## src/rtl/bridge_pkg.sv

```systemverilog
// Shared definitions for the processor-side system bridge: register map,
// CTRL field positions, timer modes and the timer state encoding.
package bridge_pkg;

    localparam logic [1:0] OFF_CTRL   = 2'd0;
    localparam logic [1:0] OFF_PRESET = 2'd1;
    localparam logic [1:0] OFF_COUNT  = 2'd2;

    localparam int CTRL_EN      = 0;
    localparam int CTRL_MODE_LO = 1;
    localparam int CTRL_MODE_HI = 2;
    localparam int CTRL_IM      = 3;

    localparam logic [1:0] MODE_ONESHOT = 2'b00;
    localparam logic [1:0] MODE_AUTO    = 2'b01;

    typedef enum logic [1:0] {
        ST_IDLE,
        ST_LOAD,
        ST_CNT,
        ST_INT
    } tmr_state_e;

    localparam logic [31:0] T0_BASE_DEF  = 32'h0000_7F00;
    localparam logic [31:0] T1_BASE_DEF  = 32'h0000_7F10;
    localparam logic [31:0] OUT_ADDR_DEF = 32'h0000_7F20;
    localparam logic [31:0] IN_ADDR_DEF  = 32'h0000_7F24;

endpackage

```

## src/rtl/timer_dev.sv

```systemverilog
// One programmable countdown timer: CTRL/PRESET/COUNT registers, the
// IDLE/LOAD/CNT/INT sequencer and the raw (unmasked) interrupt flag.
module timer_dev
    import bridge_pkg::*;
(
    input  logic        clk,
    input  logic        rst,
    input  logic        ctrl_we_i,
    input  logic        preset_we_i,
    input  logic [31:0] wdata_i,
    output logic [31:0] ctrl_o,
    output logic [31:0] preset_o,
    output logic [31:0] count_o,
    output logic        irq_o
);

    tmr_state_e  state_q;
    logic [3:0]  ctrl_q;
    logic [31:0] preset_q;
    logic [31:0] count_q;
    logic        irq_q;
    logic        en;
    logic        auto_reload;

    assign en          = ctrl_q[CTRL_EN];
    assign auto_reload = (ctrl_q[CTRL_MODE_HI:CTRL_MODE_LO] == MODE_AUTO);

    always_ff @(posedge clk or negedge rst) begin
        if (!rst) begin
            state_q  <= ST_IDLE;
            ctrl_q   <= 4'b0;
            preset_q <= 32'b0;
            count_q  <= 32'b0;
            irq_q    <= 1'b0;
        end else begin
            if (preset_we_i)
                preset_q <= wdata_i;
            // A CTRL write overrides whatever the sequencer would do this edge;
            // COUNT is left where it was.
            if (ctrl_we_i) begin
                ctrl_q  <= wdata_i[3:0];
                state_q <= ST_IDLE;
                irq_q   <= 1'b0;
            end else begin
                case (state_q)
                    ST_IDLE: if (en) state_q <= ST_LOAD;
                    ST_LOAD: begin
                        count_q <= preset_q;
                        state_q <= ST_CNT;
                    end
                    ST_CNT: begin
                        if (!en)
                            state_q <= ST_IDLE;
                        else if (count_q > 32'd1)
                            count_q <= count_q - 32'd1;
                        else begin
                            count_q <= 32'd0;
                            state_q <= ST_INT;
                            irq_q   <= 1'b1;
                        end
                    end
                    ST_INT: begin
                        state_q <= ST_IDLE;
                        if (auto_reload)
                            irq_q <= 1'b0;
                        else
                            ctrl_q[CTRL_EN] <= 1'b0;
                    end
                    default: state_q <= ST_IDLE;
                endcase
            end
        end
    end

    assign ctrl_o   = {28'b0, ctrl_q};
    assign preset_o = preset_q;
    assign count_o  = count_q;
    assign irq_o    = irq_q;

endmodule

```

## src/rtl/sys_bridge.sv

```systemverilog
// System bridge below the CPU memory stage: address decode, combinational
// read mux, output register and interrupt line assembly for two timers.
module sys_bridge
    import bridge_pkg::*;
#(
    parameter logic [31:0] T0_BASE  = T0_BASE_DEF,
    parameter logic [31:0] T1_BASE  = T1_BASE_DEF,
    parameter logic [31:0] OUT_ADDR = OUT_ADDR_DEF,
    parameter logic [31:0] IN_ADDR  = IN_ADDR_DEF
) (
    input  logic        clk,
    input  logic        rst,
    input  logic [29:0] PrAddr,
    input  logic [31:0] PrWD,
    input  logic        IOWrite,
    output logic [31:0] PrRD,
    output logic [7:2]  HWInt,
    input  logic [31:0] dev_in,
    output logic [31:0] dev_out
);

    logic [31:0] addr;
    logic [31:0] t0_off, t1_off;
    logic        t0_hit, t1_hit;
    logic [1:0]  t0_reg, t1_reg;
    logic [31:0] t0_ctrl, t0_preset, t0_count;
    logic [31:0] t1_ctrl, t1_preset, t1_count;
    logic        t0_irq, t1_irq;
    logic [31:0] dev_out_q;

    // Each timer spans three words from its base; offset 3 is a hole.
    assign addr   = {PrAddr, 2'b00};
    assign t0_off = addr - T0_BASE;
    assign t1_off = addr - T1_BASE;
    assign t0_hit = (t0_off < 32'd12);
    assign t1_hit = (t1_off < 32'd12);
    assign t0_reg = t0_off[3:2];
    assign t1_reg = t1_off[3:2];

    timer_dev u_t0 (
        .clk         (clk),
        .rst         (rst),
        .ctrl_we_i   (IOWrite && t0_hit && t0_reg == OFF_CTRL),
        .preset_we_i (IOWrite && t0_hit && t0_reg == OFF_PRESET),
        .wdata_i     (PrWD),
        .ctrl_o      (t0_ctrl),
        .preset_o    (t0_preset),
        .count_o     (t0_count),
        .irq_o       (t0_irq)
    );

    timer_dev u_t1 (
        .clk         (clk),
        .rst         (rst),
        .ctrl_we_i   (IOWrite && t1_hit && t1_reg == OFF_CTRL),
        .preset_we_i (IOWrite && t1_hit && t1_reg == OFF_PRESET),
        .wdata_i     (PrWD),
        .ctrl_o      (t1_ctrl),
        .preset_o    (t1_preset),
        .count_o     (t1_count),
        .irq_o       (t1_irq)
    );

    always_ff @(posedge clk or negedge rst) begin
        if (!rst)
            dev_out_q <= 32'b0;
        else if (IOWrite && addr == OUT_ADDR)
            dev_out_q <= PrWD;
    end

    always_comb begin
        PrRD = 32'h0;
        if (t0_hit) begin
            case (t0_reg)
                OFF_CTRL:   PrRD = t0_ctrl;
                OFF_PRESET: PrRD = t0_preset;
                OFF_COUNT:  PrRD = t0_count;
                default:    PrRD = 32'h0;
            endcase
        end else if (t1_hit) begin
            case (t1_reg)
                OFF_CTRL:   PrRD = t1_ctrl;
                OFF_PRESET: PrRD = t1_preset;
                OFF_COUNT:  PrRD = t1_count;
                default:    PrRD = 32'h0;
            endcase
        end else if (addr == OUT_ADDR) begin
            PrRD = dev_out_q;
        end else if (addr == IN_ADDR) begin
            PrRD = dev_in;
        end
    end

    assign dev_out = dev_out_q;
    assign HWInt   = {4'b0, t1_irq & t1_ctrl[CTRL_IM], t0_irq & t0_ctrl[CTRL_IM]};

endmodule

```

## config.mk

```make
export PLATFORM = sky130hd
export DESIGN_NAME = sys_bridge
export DESIGN_NICKNAME = d
export VERILOG_FILES = /design/src/rtl/bridge_pkg.sv /design/src/rtl/timer_dev.sv /design/src/rtl/sys_bridge.sv
export SDC_FILE = /design/constraint.sdc
export NUM_CORES = 1
export LEC_CHECK = 0
export CELL_PAD_IN_SITES_DETAIL_PLACEMENT = 1
export CELL_PAD_IN_SITES_GLOBAL_PLACEMENT = 2
export CORE_MARGIN = 3
export CORE_UTILIZATION = 31
export DETAILED_ROUTE_END_ITERATION = 10
export HOLD_SLACK_MARGIN = 0.03
export PLACE_DENSITY_LB_ADDON = 0.08
export SYNTH_ARGS = -nofsm -noshare
export SYNTH_HDL_FRONTEND = slang
export SYNTH_HIERARCHICAL = 1
export SYNTH_SLANG_ARGS = --single-unit
export TNS_END_PERCENT = 20
```

## constraint.sdc

```tcl
create_clock -name clk -period 4.3 [get_ports clk]
set_input_delay 1.29 -clock clk [delete_from_list [all_inputs] [get_ports clk]]
set_output_delay 1.29 -clock clk [all_outputs]
set_load 0.005 [all_outputs]
```

==> results.ini, run 1 <==
[status]
run_status = complete, but fails checks
violated_checks = setup timing

[clock_tree]
cts_tree = done
worst_skew_pair.late_latency_ps = 470
clk_pin_slew_worst_setup_hold_paths_ps = 70
clock_sinks = 174
cts_hold_repair.buffers = 0
cts-root-buf = clkbuf_16
ctsLongestPathBuffers = 2
numCtsBuffers = 17
cts_htree_levels = 4

[global_routing]
global_route_usage_over_all_layers = 0.255
grt_overflow_total = 0
maximum_number_of_pins_on_one_net_before_global_route_repair = 72
initial_antenna_violation_count = 6
global_route_wire_length_before_repair_um = 81000
first_global_vias = 12150

[worst_hold_path]
min_path_type = reg -> reg
timing.hold.worst_endpoint = dev_out[26]
timing.hold.worst_path_depth = 1
hold_start = dev_out[26]

[place]
routabilityCongestion = 0.892
post_dp_cell_area_um2 = 15400
dp_hpwl_um = 39200
numPortBuffers = 162

[worst_setup_path]
worst_r2r_path_depth = 6
timing.rr.start = u_t0/count_o[10]
data_required_time_at_the_worst_endpoint_ps = 3010
timing_worst_setup_path_type = in -> out
worst-r2r-setup-slack_ps = 990
critical_path.reg2reg.endpoint = u_t0/count_o[11]
crit_path_end_kind = output port
worstSetupStartpointType = input pin
worstPathMaxFanout = 8
critPathArrivalTime_ps = 3660

[detailed_routing]
first_pass_iters = 7
antenna_violating_nets_post_route = 0
viasPerCell = 5.56
post-route-drc-count = 0
routed_wl_um = 53600
drt_iter0_drc = 789
detail_route.wl_per_cell_um = 25.2
via_count = 11824

[timing]
timing_worst_slew_pin_value_ps = 1090
timing.setup.tns_ps = -17850
final-hold-violation-count = 0
relSlewSlack = 0.274
fmax_mhz = 202
hold_ws_ps = 527
postLayoutSetupSlackWorst_ps = -653
finalCritPeriodShare = 1.15
finalCriticalPeriod_ps = 4950
setup_repair_after_global_routing_missed_its_margin = true
setup_viol = 33
maximum_clock_skew_at_final_layout_ps = 18.0
timing_max_transition_violations_final = 0

[logic_synthesis]
synth.yosys.seq_area_share = 0.353
yosysWarnings = 6
syn_area_um2 = 12300
async_reset_ff_frac = 1.00
ff_latch_count_synth = 174
syn_inst = 1345
ys.flop_type = dfrtp_1
postSynthAreaPerCell_um2 = 9.16
synth-edff-count = 0
synth_cell_types = 78

[die]
chipHeight_um = 205
initial_core_util = 0.316
fp.dieArea_um2 = 42200
floorplan.core_area_um2 = 39000
boundaryPins = 167
die_width_um = 205
placementRows = 72

[power_and_ir_drop]
power.net_switching_mw = 1.91
total_power_mw = 5.19
internal-power_mw = 3.28
power_frac_comb = 0.331
worst_ir_drop_vdd_v = 0.000295
clock_power_share = 0.308
cellPowerDensity_nw_per_um2 = 314
pwr-share-seq = 0.361
total_leakage_power_nw = 7.08
switching_share = 0.368

[cells_and_area]
areaGrowthSynthToFinish_pct = 34.1
post_layout_nets = 1700
filler_cell_count = 4441
final_layout_size_suffix_gt1_frac = 0.258
post_route_standard_cell_area_excluding_fillers_um2 = 16500

[job]
max_cap_violation_count = 0

-- cell families after synthesis --
kind of cell | count (synthesis) | share of synthesized area
AOI/OAI and AO/OA | 357 | 0.198
xor gates and xnor gates | 3 | 0.00213
adders and majority gates | 10 | 0.0102
buffers and inverters | 208 | 0.0957
DFF | 174 | 0.353
muxes | 192 | 0.169
other | 3 | 0.000914
and+or+nand+nor | 398 | 0.171
-- state kept, by name, summed over array words and instances (netlist names) --
name,flops
u_t0/preset_o,32
u_t1/state_q,2
dev_out,32
u_t1/irq_o,1
u_t0/ctrl_q,4
u_t0/irq_o,1
u_t1/preset_o,32
u_t1/count_o,32
u_t0/count_o,32
u_t1/ctrl_q,4
u_t0/state_q,2
-- placed cells by master (no fill, tap or decap), types with 11 or more instances in the layout --
master	netlist	layout
nor3_1	42	35
mux2i_1	59	59
a31oi_1	36	31
nand2_1	139	139
nand4_1	39	39
clkdlybuf4s50_1	0	104
o2bb2ai_1	16	16
dfrtp_1	174	174
nor2_1	41	39
dlygate4sd2_1	0	18
buf_4	63	135
buf_12	3	30
nand3_1	24	23
a211oi_2	0	17
mux2_2	101	101
a32oi_1	16	16
mux2_1	32	32
a21oi_1	22	22
nor4_1	26	23
inv_1	43	43
and3_1	19	19
buf_2	15	21
o32ai_1	11	11
conb_1	3	60
o21ai_1	18	19
o21ai_0	115	114
clkbuf_16	0	18
a22o_1	26	26
-- layer usage --
metal / GRT usage / routed length [um] / up-vias / part of all wire
met1: 0.363 / 25300 / 6106 / 0.47
met2: 0.417 / 25600 / 221 / 0.48
met4: 0.0491 / 714 / 0 / 0.013
li1: - / - / 5460 / -
met5: 0 / 0 / - / 0
met3: 0.0345 / 1930 / 37 / 0.036
-- cells in the mapped netlist (all sizes together) (10+ instances only) --
| cell | count | area (um^2) |
|---|---|---|
| and3 | 19 | 119 |
| mux2 | 133 | 1500 |
| nand3 | 24 | 120 |
| o32ai | 11 | 96.3 |
| buf | 98 | 724 |
| a211oi | 36 | 270 |
| nor3 | 43 | 220 |
| o21ai | 133 | 666 |
| nor2 | 41 | 154 |
| o2bb2ai | 16 | 140 |
| ha | 10 | 125 |
| mux2i | 59 | 591 |
| a32oi | 16 | 140 |
| nand2 | 140 | 528 |
| a31oi | 36 | 225 |
| nand4 | 39 | 244 |
| or4 | 14 | 116 |
| inv | 43 | 161 |
| a22o | 26 | 228 |
| clkbuf | 64 | 265 |
| dfrtp | 174 | 4350 |
| a21oi | 22 | 110 |
| nor4 | 32 | 246 |
-- critical path, stage by stage --
cell and delay (ps):
clkdlybuf4s50_1 490, or4_4 570, o31ai_2 220, and4b_2 290, buf_6 150, buf_12 120
buf_16 110, nand4_1 80, a31oi_1 200, buf_2 140
-- through the flow --
step                std cells  utilization  worst slack, ps
floorplan                1402            -             -141
global placement         2079        0.394            -1290
detailed placement       2079        0.394            -1360
CTS                      2120        0.420             -695
global route             2124        0.424             -769
finish                   2126        0.424             -653
-- worst max path at each step --
stage | from | endpoint | slack, ps
6_report | PrAddr[26] | PrRD[20] | -650
4_1_cts | PrAddr[21] | PrRD[20] | -700
3_3_place_gp | PrAddr[24] | PrRD[12] | -1290
3_5_place_dp | PrAddr[24] | PrRD[12] | -1360
5_1_grt | PrAddr[23] | PrRD[27] | -770
2_1_floorplan | PrAddr[24] | PrRD[22] | -140
-- layout make-up --
class                   count  area [um^2]  share of cell area
clock inverters            15          150             0.00908
multi-input cells        1020         7440               0.450
clock buffers              17          425              0.0257
repair buffers            337         3350               0.203
diodes                      2         5.00            0.000303
well taps                 518          648              0.0392
inverters                  43          161             0.00976
flip-flops and latches    174         4350               0.263
-- power by group through the flow --
stage                     Sequential, mW  Combinational [mW]  Clock [mW]
final                               1.87                1.72        1.60
after CTS                           1.87                1.71        1.65
after detailed placement            1.90                1.68           0
after floorplan                     1.84                1.05           0
after global routing                1.89                1.88        1.73
after global placement              1.90                1.66           0
-- what timing repair did --
item                                    CTS  global route
endpoints found under the setup margin   88            46
gates cloned                              6             1
resized for setup                       197            28
setup buffers                             5             3
pin swaps                                39            24
Power figures use the tool's default switching activity.
==> run 2: changes to the inputs <==
==> constraint.sdc (replaced) <==
create_clock -name clk -period 4.3 [get_ports clk]
set_input_delay 1.29 -clock clk [delete_from_list [all_inputs] [get_ports clk]]
set_output_delay 1.29 -clock clk [all_outputs]
set_load 0.05 [all_outputs]
==> results.ini, run 2 (same netlist as run 1, synthesis figures left out) <==
[place]
post_dp_cell_area_um2 = 16300
dp.cells = 2098
numPortBuffers = 162
routabilityCongestion = 0.814
dp_hpwl_um = 39600

[clock_tree]
numCtsBuffers = 17
clk_pin_slew_worst_setup_hold_paths_ps = 60
cts_tree = done
ctsLongestPathBuffers = 2
cts_htree_levels = 4
cts-root-buf = clkbuf_16
worst_skew_pair.late_latency_ps = 470
cts_hold_repair.buffers = 0
clock_sinks = 174

[die]
die_width_um = 205
initial_core_util = 0.316
placementRows = 72
chipHeight_um = 205
boundaryPins = 167
floorplan.core_area_um2 = 39000
fp.dieArea_um2 = 42200

[worst_setup_path]
data_required_time_at_the_worst_endpoint_ps = 3010
timing_worst_setup_path_type = in -> out
worst-r2r-setup-slack_ps = 980
worst_r2r_path_depth = 6
worstPathMaxFanout = 5
critPathArrivalTime_ps = 3750
timing.rr.start = u_t1/count_o[8]
crit_path_end_kind = output port
critical_path.reg2reg.endpoint = u_t1/state_q[1]
worstSetupStartpointType = input pin

[timing]
timing.setup.tns_ps = -21940
finalCritPeriodShare = 1.17
timing_max_transition_violations_final = 0
fmax_mhz = 198
setup_repair_after_global_routing_missed_its_margin = true
setup_viol = 32
postLayoutSetupSlackWorst_ps = -744
finalCriticalPeriod_ps = 5040
final-hold-violation-count = 0
relSlewSlack = 0.247
timing_worst_slew_pin_value_ps = 1130
maximum_clock_skew_at_final_layout_ps = 14.7

[global_routing]
initial_antenna_violation_count = 5
global_route_wire_length_before_repair_um = 80200
grt_overflow_total = 0
global_route_usage_over_all_layers = 0.253
first_global_vias = 12181
maximum_number_of_pins_on_one_net_before_global_route_repair = 81

[detailed_routing]
post-route-drc-count = 0
detail_route.wl_per_cell_um = 25.5
viasPerCell = 5.56
first_pass_iters = 5
drt_iter0_drc = 571
antenna_violating_nets_post_route = 0
routed_wl_um = 54600
via_count = 11909

[power_and_ir_drop]
clock_power_share = 0.305
internal-power_mw = 3.24
power_frac_comb = 0.334
worst_ir_drop_vdd_v = 0.000344
cellPowerDensity_nw_per_um2 = 302
total_leakage_power_nw = 7.22
power.net_switching_mw = 1.94
pwr-share-seq = 0.361
switching_share = 0.374

[worst_hold_path]
timing.hold.worst_endpoint = dev_out[30]
hold_start = dev_out[30]
timing.hold.worst_path_depth = 1
min_path_type = reg -> reg

[cells_and_area]
layout_commonest_cell = dfrtp_1
flip_flop_and_latch_area_um2 = 4350
post_layout_nets = 1717
area_used_by_multi_input_combinational_logic_um2 = 7610
mostFrequentLayoutCells = dfrtp_1 (174), buf_4 (164), nand2_1 (139), o21ai_0 (115), clkdlybuf4s50_1 (104)
post_route_standard_cell_area_excluding_fillers_um2 = 17100
fin_cells = 2142
filler_cell_count = 4347
final_layout_size_suffix_gt1_frac = 0.270
areaGrowthSynthToFinish_pct = 38.9

[job]
max_cap_violation_count = 0

[status]
violated_checks = setup timing
run_status = complete, but fails checks

## run 2: cell types whose count changed in the layout (fill, tap and decap cells not counted), moves of 5 or more
cell             change
a211oi_4            -10
a211oi_2            -14
buf_4               +29
a31oi_4             +31
buf_2               -20
buf_12              +24
a211oi_1            +24
a31oi_1             -27
buf_6                -5
dlygate4sd2_1       -10
clkdlybuf4s15_1      -8
## run 2: power by group through the flow
stage / clock, mW / combinational [mW] / sequential [mW]
2_1_floorplan: 0 / 1.06 / 1.84
3_3_place_gp: 0 / 1.67 / 1.90
3_5_place_dp: 0 / 1.70 / 1.90
4_1_cts: 1.62 / 1.71 / 1.87
5_1_grt: 1.69 / 1.87 / 1.89
6_report: 1.58 / 1.73 / 1.87
## run 2: area by class of cell
class                   instances  area share
inverters                      43     0.00943
multi-input cells            1020       0.445
repair buffers                354       0.220
flip-flops and latches        174       0.254
well taps                     518      0.0379
clock buffers                  17      0.0249
diodes                          1    0.000146
clock inverters                15     0.00855
## run 2: metal layers
metal,vias to the layer above,GRT usage,wire [um]
met5,-,0,0
met4,0,0.0447,647
met3,36,0.0427,1890
met2,199,0.411,26200
met1,6174,0.360,25800
li1,5500,-,-
## run 2: timing repair
| item | CTS | global route |
|---|---|---|
| setup endpoints to repair | 35 | 37 |
| buffers inserted | 2 | 3 |
| cloned | 2 | 4 |
| gates resized for setup | 40 | 25 |
| pin swaps | 10 | 21 |
## run 2: how the worst max path moves through the flow
| stage | start | end | slack (ps) | depth (start not counted) |
|---|---|---|---|---|
| floorplan | PrAddr[24] | PrRD[22] | -400 | 8 |
| global placement | PrAddr[24] | PrRD[15] | -970 | 9 |
| detailed placement | PrAddr[24] | PrRD[13] | -1020 | 9 |
| CTS | PrAddr[21] | PrRD[7] | -760 | 10 |
| global route | PrAddr[24] | PrRD[27] | -830 | 10 |
| finish | PrAddr[24] | PrRD[27] | -740 | 10 |
## run 2: metrics by stage
stage / util / hold WS [ps] / power [mW] / setup WS, ps
6_report: 0.439 / 516 / 5.18 / -744
5_1_grt: 0.439 / 535 / 5.45 / -829
4_1_cts: 0.434 / 521 / 5.20 / -764
3_5_place_dp: 0.417 / 506 / 3.60 / -1020
3_3_place_gp: 0.417 / 498 / 3.57 / -967
2_1_floorplan: - / 475 / 2.89 / -400
## run 2: critical path: stages
cell	delay (ps)
buf_6	90
or4_4	530
or4_4	430
o31ai_2	210
and4b_2	290
buf_8	150
buf_12	140
nand4_1	170
a31oi_4	260
buf_12	160
==> run 3: changes to the inputs <==
--- a/config.mk
+++ b/config.mk
@@ -5,11 +5,13 @@
 export SDC_FILE = /design/constraint.sdc
 export NUM_CORES = 1
 export LEC_CHECK = 0
+export CAP_MARGIN = 10
 export CELL_PAD_IN_SITES_DETAIL_PLACEMENT = 1
 export CELL_PAD_IN_SITES_GLOBAL_PLACEMENT = 2
 export CORE_MARGIN = 3
 export CORE_UTILIZATION = 31
 export DETAILED_ROUTE_END_ITERATION = 10
+export GPL_TIMING_DRIVEN = 1
 export HOLD_SLACK_MARGIN = 0.03
 export PLACE_DENSITY_LB_ADDON = 0.08
 export SYNTH_ARGS = -nofsm -noshare
==> results of run 3 <==
Same layout as run 2: the final DEF is identical, and so are final timing and power.
==> patch 1, RTL diff (flow settings as in run 2) <==
Put a register stage on the output `PrRD`, with the module's reset. The value now appears one clock later. The other outputs are not delayed to match.
--- a/src/rtl/sys_bridge.sv
+++ b/src/rtl/sys_bridge.sv
@@ -18,6 +18,8 @@
     input  logic [31:0] dev_in,
     output logic [31:0] dev_out
 );
+
+    logic [31:0] PrRD_d;
 
     logic [31:0] addr;
     logic [31:0] t0_off, t1_off;
@@ -69,30 +71,38 @@
     end
 
     always_comb begin
-        PrRD = 32'h0;
+        PrRD_d = 32'h0;
         if (t0_hit) begin
             case (t0_reg)
-                OFF_CTRL:   PrRD = t0_ctrl;
-                OFF_PRESET: PrRD = t0_preset;
-                OFF_COUNT:  PrRD = t0_count;
-                default:    PrRD = 32'h0;
+                OFF_CTRL:   PrRD_d = t0_ctrl;
+                OFF_PRESET: PrRD_d = t0_preset;
+                OFF_COUNT:  PrRD_d = t0_count;
+                default:    PrRD_d = 32'h0;
             endcase
         end else if (t1_hit) begin
             case (t1_reg)
-                OFF_CTRL:   PrRD = t1_ctrl;
-                OFF_PRESET: PrRD = t1_preset;
-                OFF_COUNT:  PrRD = t1_count;
-                default:    PrRD = 32'h0;
+                OFF_CTRL:   PrRD_d = t1_ctrl;
+                OFF_PRESET: PrRD_d = t1_preset;
+                OFF_COUNT:  PrRD_d = t1_count;
+                default:    PrRD_d = 32'h0;
             endcase
         end else if (addr == OUT_ADDR) begin
-            PrRD = dev_out_q;
+            PrRD_d = dev_out_q;
         end else if (addr == IN_ADDR) begin
-            PrRD = dev_in;
+            PrRD_d = dev_in;
         end
     end
 
     assign dev_out = dev_out_q;
     assign HWInt   = {4'b0, t1_irq & t1_ctrl[CTRL_IM], t0_irq & t0_ctrl[CTRL_IM]};
 
+    always_ff @(posedge clk or negedge rst) begin
+        if (!rst) begin
+            PrRD <= '0;
+        end else begin
+            PrRD <= PrRD_d;
+        end
+    end
+
 endmodule
 
Function: changed (Yosys sat finds a counterexample within 4 cycles, from zero or initial values and one cycle with rst low).
==> patch 1 against run 2 <==
  * Sequential cell count up 32
  * Sequential share of layout area rose by 5.9 points
  * First-iteration DRC count increased by 40%
  * Clock skew is 0.0023 ns higher
  * Sequential power is 17% higher
  * Via count decreased by 1.7%
  * Synthesized area increased by 6.5%
  * Cell area fell by 3.8%
  * Wire length shrank 2.5%
  * Setup slack better by 1.0 ns
  * Maximum frequency up 26%
  * Total power grew 18%
  * Highest routed layer unchanged
==> patch 1: results (changes against run 2) <==
* Nets at 1673 (-2.6%)
* Post-CTS resize count at 0 (-100%)
* Initial antenna violation count at 7 (+2)
* Min-delay src: dev_out[31]
* Largest net degree at the start of global routing at 101 (+25%)
* Count of non-CTS buffers in the layout at 268 (-24%)
* CTS Buf Count at 27 (+10)
* Layout area overhead at 25.4%
* R2r setup slk at 0.89 ns (-0.09 ns)
* VDD IR max at 0.283 mV (-18%)
* Max clock buf depth at 3 (+1)
* Worst-margin pin slew at 1.23 ns (+0.0979 ns)
* Initial cell density of the core at 31.8% (+0.19 points)
* Fill cells at 4700 (+8.1%)
* Reg area at 5150 sq um (+18%)
* RePlAce Congestion at 0.816 (+0.22%)
* Largest cells by area after synthesis: dfrtp_1 39%, mux2_2 8.7%, mux2i_1 4.5%
* CP Data Arrival Time at 4.46 ns (+0.71 ns)
* Vias in the first global route at 12200 (+0.56%)
* Total GRT Usage at 23.4% (-1.9 points)
* Final-layout clock buffer total at 38 (+21)
* Final Skew at 0.0171 ns (+0.00234 ns)
* Clock-cell share at 5.30% (+2.0 points)
* Status: finished clean
* Final WL at 53.2 mm (-2.5%)
* Sequential area share after synthesis at 39.3% (+3.9 points)
* First-pass GRT wire length at 80.8 mm (+0.72%)
* R2r endpoint: u_t0/count_o[5]
* #FFs+latches synth at 206 (+18%)
* Pwr dens at 371 nW/um^2 (+22%)
* Leakage at 7.01 nW (-2.9%)
* Share of cells above drive strength 1 at 17.7% (-9.4 points)
* Vias per cell at 5.51 (-0.85%)
* Multi-input combinational area share at 42.8% (-1.7 points)
[patch 1: where the power goes]
part	leakage, nW	switching (mW)	internal (mW)	total (mW)
Clock	0.441	0.951	1.32	2.27
Sequential	2.65	0.144	2.04	2.18
Combinational	3.91	0.963	0.688	1.65
Total	7.01	2.06	4.04	6.10
[patch 1: worst max-delay path by stage]
stage	slack, ns	end
4_1_cts	0.32	u_t1/count_o[28]
6_report	0.29	u_t1/count_o[26]
5_1_grt	0.13	u_t1/count_o[28]
2_1_floorplan	0.11	u_t1/count_o[30]
3_5_place_dp	-0.27	u_t1/count_o[28]
3_3_place_gp	-0.22	u_t1/count_o[26]
[patch 1: cell families after synthesis]
| logic type | share of synthesized area (%) |
|---|---|
| flops | 39.3 |
| simple gates | 16.0 |
| buf+inv | 8.99 |
| other cells | 0.0858 |
| fa+ha+maj | 0.953 |
| xor+xnor | 0.200 |
| compound gates | 18.5 |
| mux | 15.9 |
[patch 1: stage by stage]
stage                     setup TNS, ns  hold slack, ns  setup slack [ns]  cells
final                                 0           0.514             0.294   2124
after floorplan                       0           0.475             0.108   1434
after detailed placement         -12.40           0.505            -0.273   2069
after CTS                             0           0.519             0.319   2118
after global placement            -8.25           0.497            -0.223   2069
after global routing                  0           0.527             0.133   2121
[patch 1: per-layer routing]
layer / GRT usage (%) / wire length, um / up-vias
met5: 0.108 / 0 / -
met1: 34.0 / 25700 / 6028
met2: 37.6 / 24700 / 191
met3: 2.87 / 1760 / 59
li1: - / - / 5431
met4: 5.03 / 1040 / 0
[patch 1: critical path: stages]
cell and delay (ns):
clkdlybuf4s50_1 0.44, or4_4 0.55, or4_1 0.42, o31ai_1 0.22, and4b_1 0.29, nand2_2 0.07, nor3_1 0.18, buf_4 0.17
and3b_1 0.35, buf_4 0.25, a31oi_1 0.14, o31ai_1 0.09
==> patch 2, RTL diff (settings of run 2) <==
Without the edit above. Set the package constant `CTRL_MODE_HI` to 1 (it was 2).
--- a/src/rtl/bridge_pkg.sv
+++ b/src/rtl/bridge_pkg.sv
@@ -8,7 +8,7 @@
 
     localparam int CTRL_EN      = 0;
     localparam int CTRL_MODE_LO = 1;
-    localparam int CTRL_MODE_HI = 2;
+    localparam int CTRL_MODE_HI = 1;
     localparam int CTRL_IM      = 3;
 
     localparam logic [1:0] MODE_ONESHOT = 2'b00;
Behaviour: not the same (Yosys sat finds a counterexample within 10 cycles, from zero or initial values and one cycle with rst low).
==> patch 2 against run 2 <==
  * Sequential cell count unchanged
  * Wire length increased by 4.0%
  * Cell area increased by 3.3%
  * Setup slack got worse by 0.034 ns
  * Sequential share of layout area decreased by 0.82 points
  * Critical path type unchanged
  * Synthesized area increased by 3.6%
  * The flow still finishes with violations (negative setup slack)
  * Die area increased by 3.5%
  * Critical endpoint is now PrRD[14]
Power is not compared: it rests on default switching activity, and its combinational part moved more than twofold at a synthesized area within 25%.
==> patch 2: results (changes against run 2) <==
* Status: finished with violations
* Violated checks: negative setup slack
* First-pass GRT wire length at 84.9 mm (+5.9%)
* Placed Area at 16600 sq um (+2.3%)
* Nets at 1759 (+2.4%)
* Slew margin rel. at 27.7% (+3.0 points)
* Non-Filler Instances at 2190 (+2.2%)
* Via Count at 12300 (+3.0%)
* # diodes at 0 (-1)
* Met3 WL at 2.20 mm (+17%)
* Met2 routed wirelength at 27.1 mm (+3.2%)
* Final WL at 56.8 mm (+4.0%)
* Vias in the first global route at 12900 (+5.6%)
* Share of cells above drive strength 1 at 29.2% (+2.1 points)
* Final HPWL DP at 40.8 mm (+3.1%)
* Final setup violation count at 32 (unchanged)
* Post-synthesis cell type count at 81 (+3.8%)
* Crit path largest cell delay at 0.46 ns (-0.07 ns)
* Post-Synth Adder-Cell Area at 0.980% (-0.035 points)
* Multiplexer area fraction after synthesis at 17.6% (+0.67 points)
* R2r endpoint: u_t1/count_o[9]
* RR Startpoint: u_t1/count_o[10]
* Met1 Use GR at 35.2% (-0.76 points)
* Compound-gate portion of the synthesized area at 18.1% (-1.7 points)
* M3 GR Usage at 4.20% (-0.068 points)
* Slowest stage cell, crit path: clkdlybuf4s50_1
* Met2 Track Usage GR at 41.5% (+0.33 points)
* Worst slack, placed at -1.04 ns (-0.0251 ns)
* M1 WL at 26.4 mm (+2.2%)
* CP Data Arrival Time at 3.79 ns (+0.04 ns)
* # Post-CTS Setup Buffers at 6 (+4)
* Final Skew at 0.0111 ns (-0.00362 ns)
* Final worst setup slack at -0.777 ns (-0.0335 ns)
* Total GRT Usage at 25.4% (+0.031 points)
* Sequential area share after synthesis at 34.1% (-1.2 points)
* RePlAce Congestion at 0.859 (+5.5%)
* Post-CTS resize count at 47 (+18%)
* Main combinational cell family by area after synthesis: simple AND/OR/NAND/NOR gates
* DRT iter0 DRCs at 630 (+10%)
* Largest cells by area after synthesis: dfrtp_1 34%, mux2_2 10%, nand2_1 4.7%
* Top delay family on crit path: buffers and inverters
* Post-Synth XOR/XNOR Area at 0.0686% (-0.14 points)
* R2r setup slk at 1.10 ns (+0.12 ns)
* Hold EP: u_t1/ctrl_q[2]
* Initial antenna violation count at 6 (+1)
-- patch 2: cell types whose count changed after synthesis, moves of 12 or more --
cell      delta
nand4_1     +14
a22o_1      -16
o21ai_0     -34
nand2_1     +22
a31oi_1     +14
mux2_2      +16
a21oi_1     +12
a32oi_1     -14
o211ai_1    +12
o21ai_1     -18
-- patch 2: report_power, final --
| group | leakage, nW | switching, mW | total [mW] | internal (mW) |
|---|---|---|---|---|
| Sequential | 2.27 | 0.00595 | 1.65 | 1.64 |
| Clock | 0.282 | 0.787 | 1.66 | 0.876 |
| Combinational | 5.01 | 0.293 | 0.522 | 0.229 |
-- patch 2: per-stage QoR --
step           hold slack (ns)  utilization [%]
3_3_place_gp             0.491             41.4
4_1_cts                  0.517             43.5
3_5_place_dp             0.501             41.4
5_1_grt                  0.543             44.0
6_report                 0.511             44.0
2_1_floorplan            0.480                -
-- patch 2: worst max-delay path by stage --
stage | end | slack [ns] | depth (start not counted)
2_1_floorplan | PrRD[22] | -0.40 | 8
3_3_place_gp | PrRD[14] | -1.03 | 9
3_5_place_dp | PrRD[14] | -1.04 | 9
4_1_cts | PrRD[5] | -0.90 | 11
5_1_grt | PrRD[14] | -0.83 | 10
6_report | PrRD[14] | -0.78 | 10
-- patch 2: layout make-up --
type	instances	area, sq um
sequential	174	4350
tap	525	657
clock inverter	15	174
fill	4519	22500
multi-input combinational	1070	8120
clock buffer	17	425
inverter	39	146
timing repair buffer	350	3810
-- patch 2: kinds of logic (layout without fill, tap and decap cells) --
family / Yosys count / in the layout
compound gates: 337 / 337
xor+xnor: 1 / 1
fa+ha+maj: 10 / 10
buf+inv: 216 / 421
flops: 174 / 174
mux: 206 / 206
other cells: 3 / 60
simple gates: 456 / 456
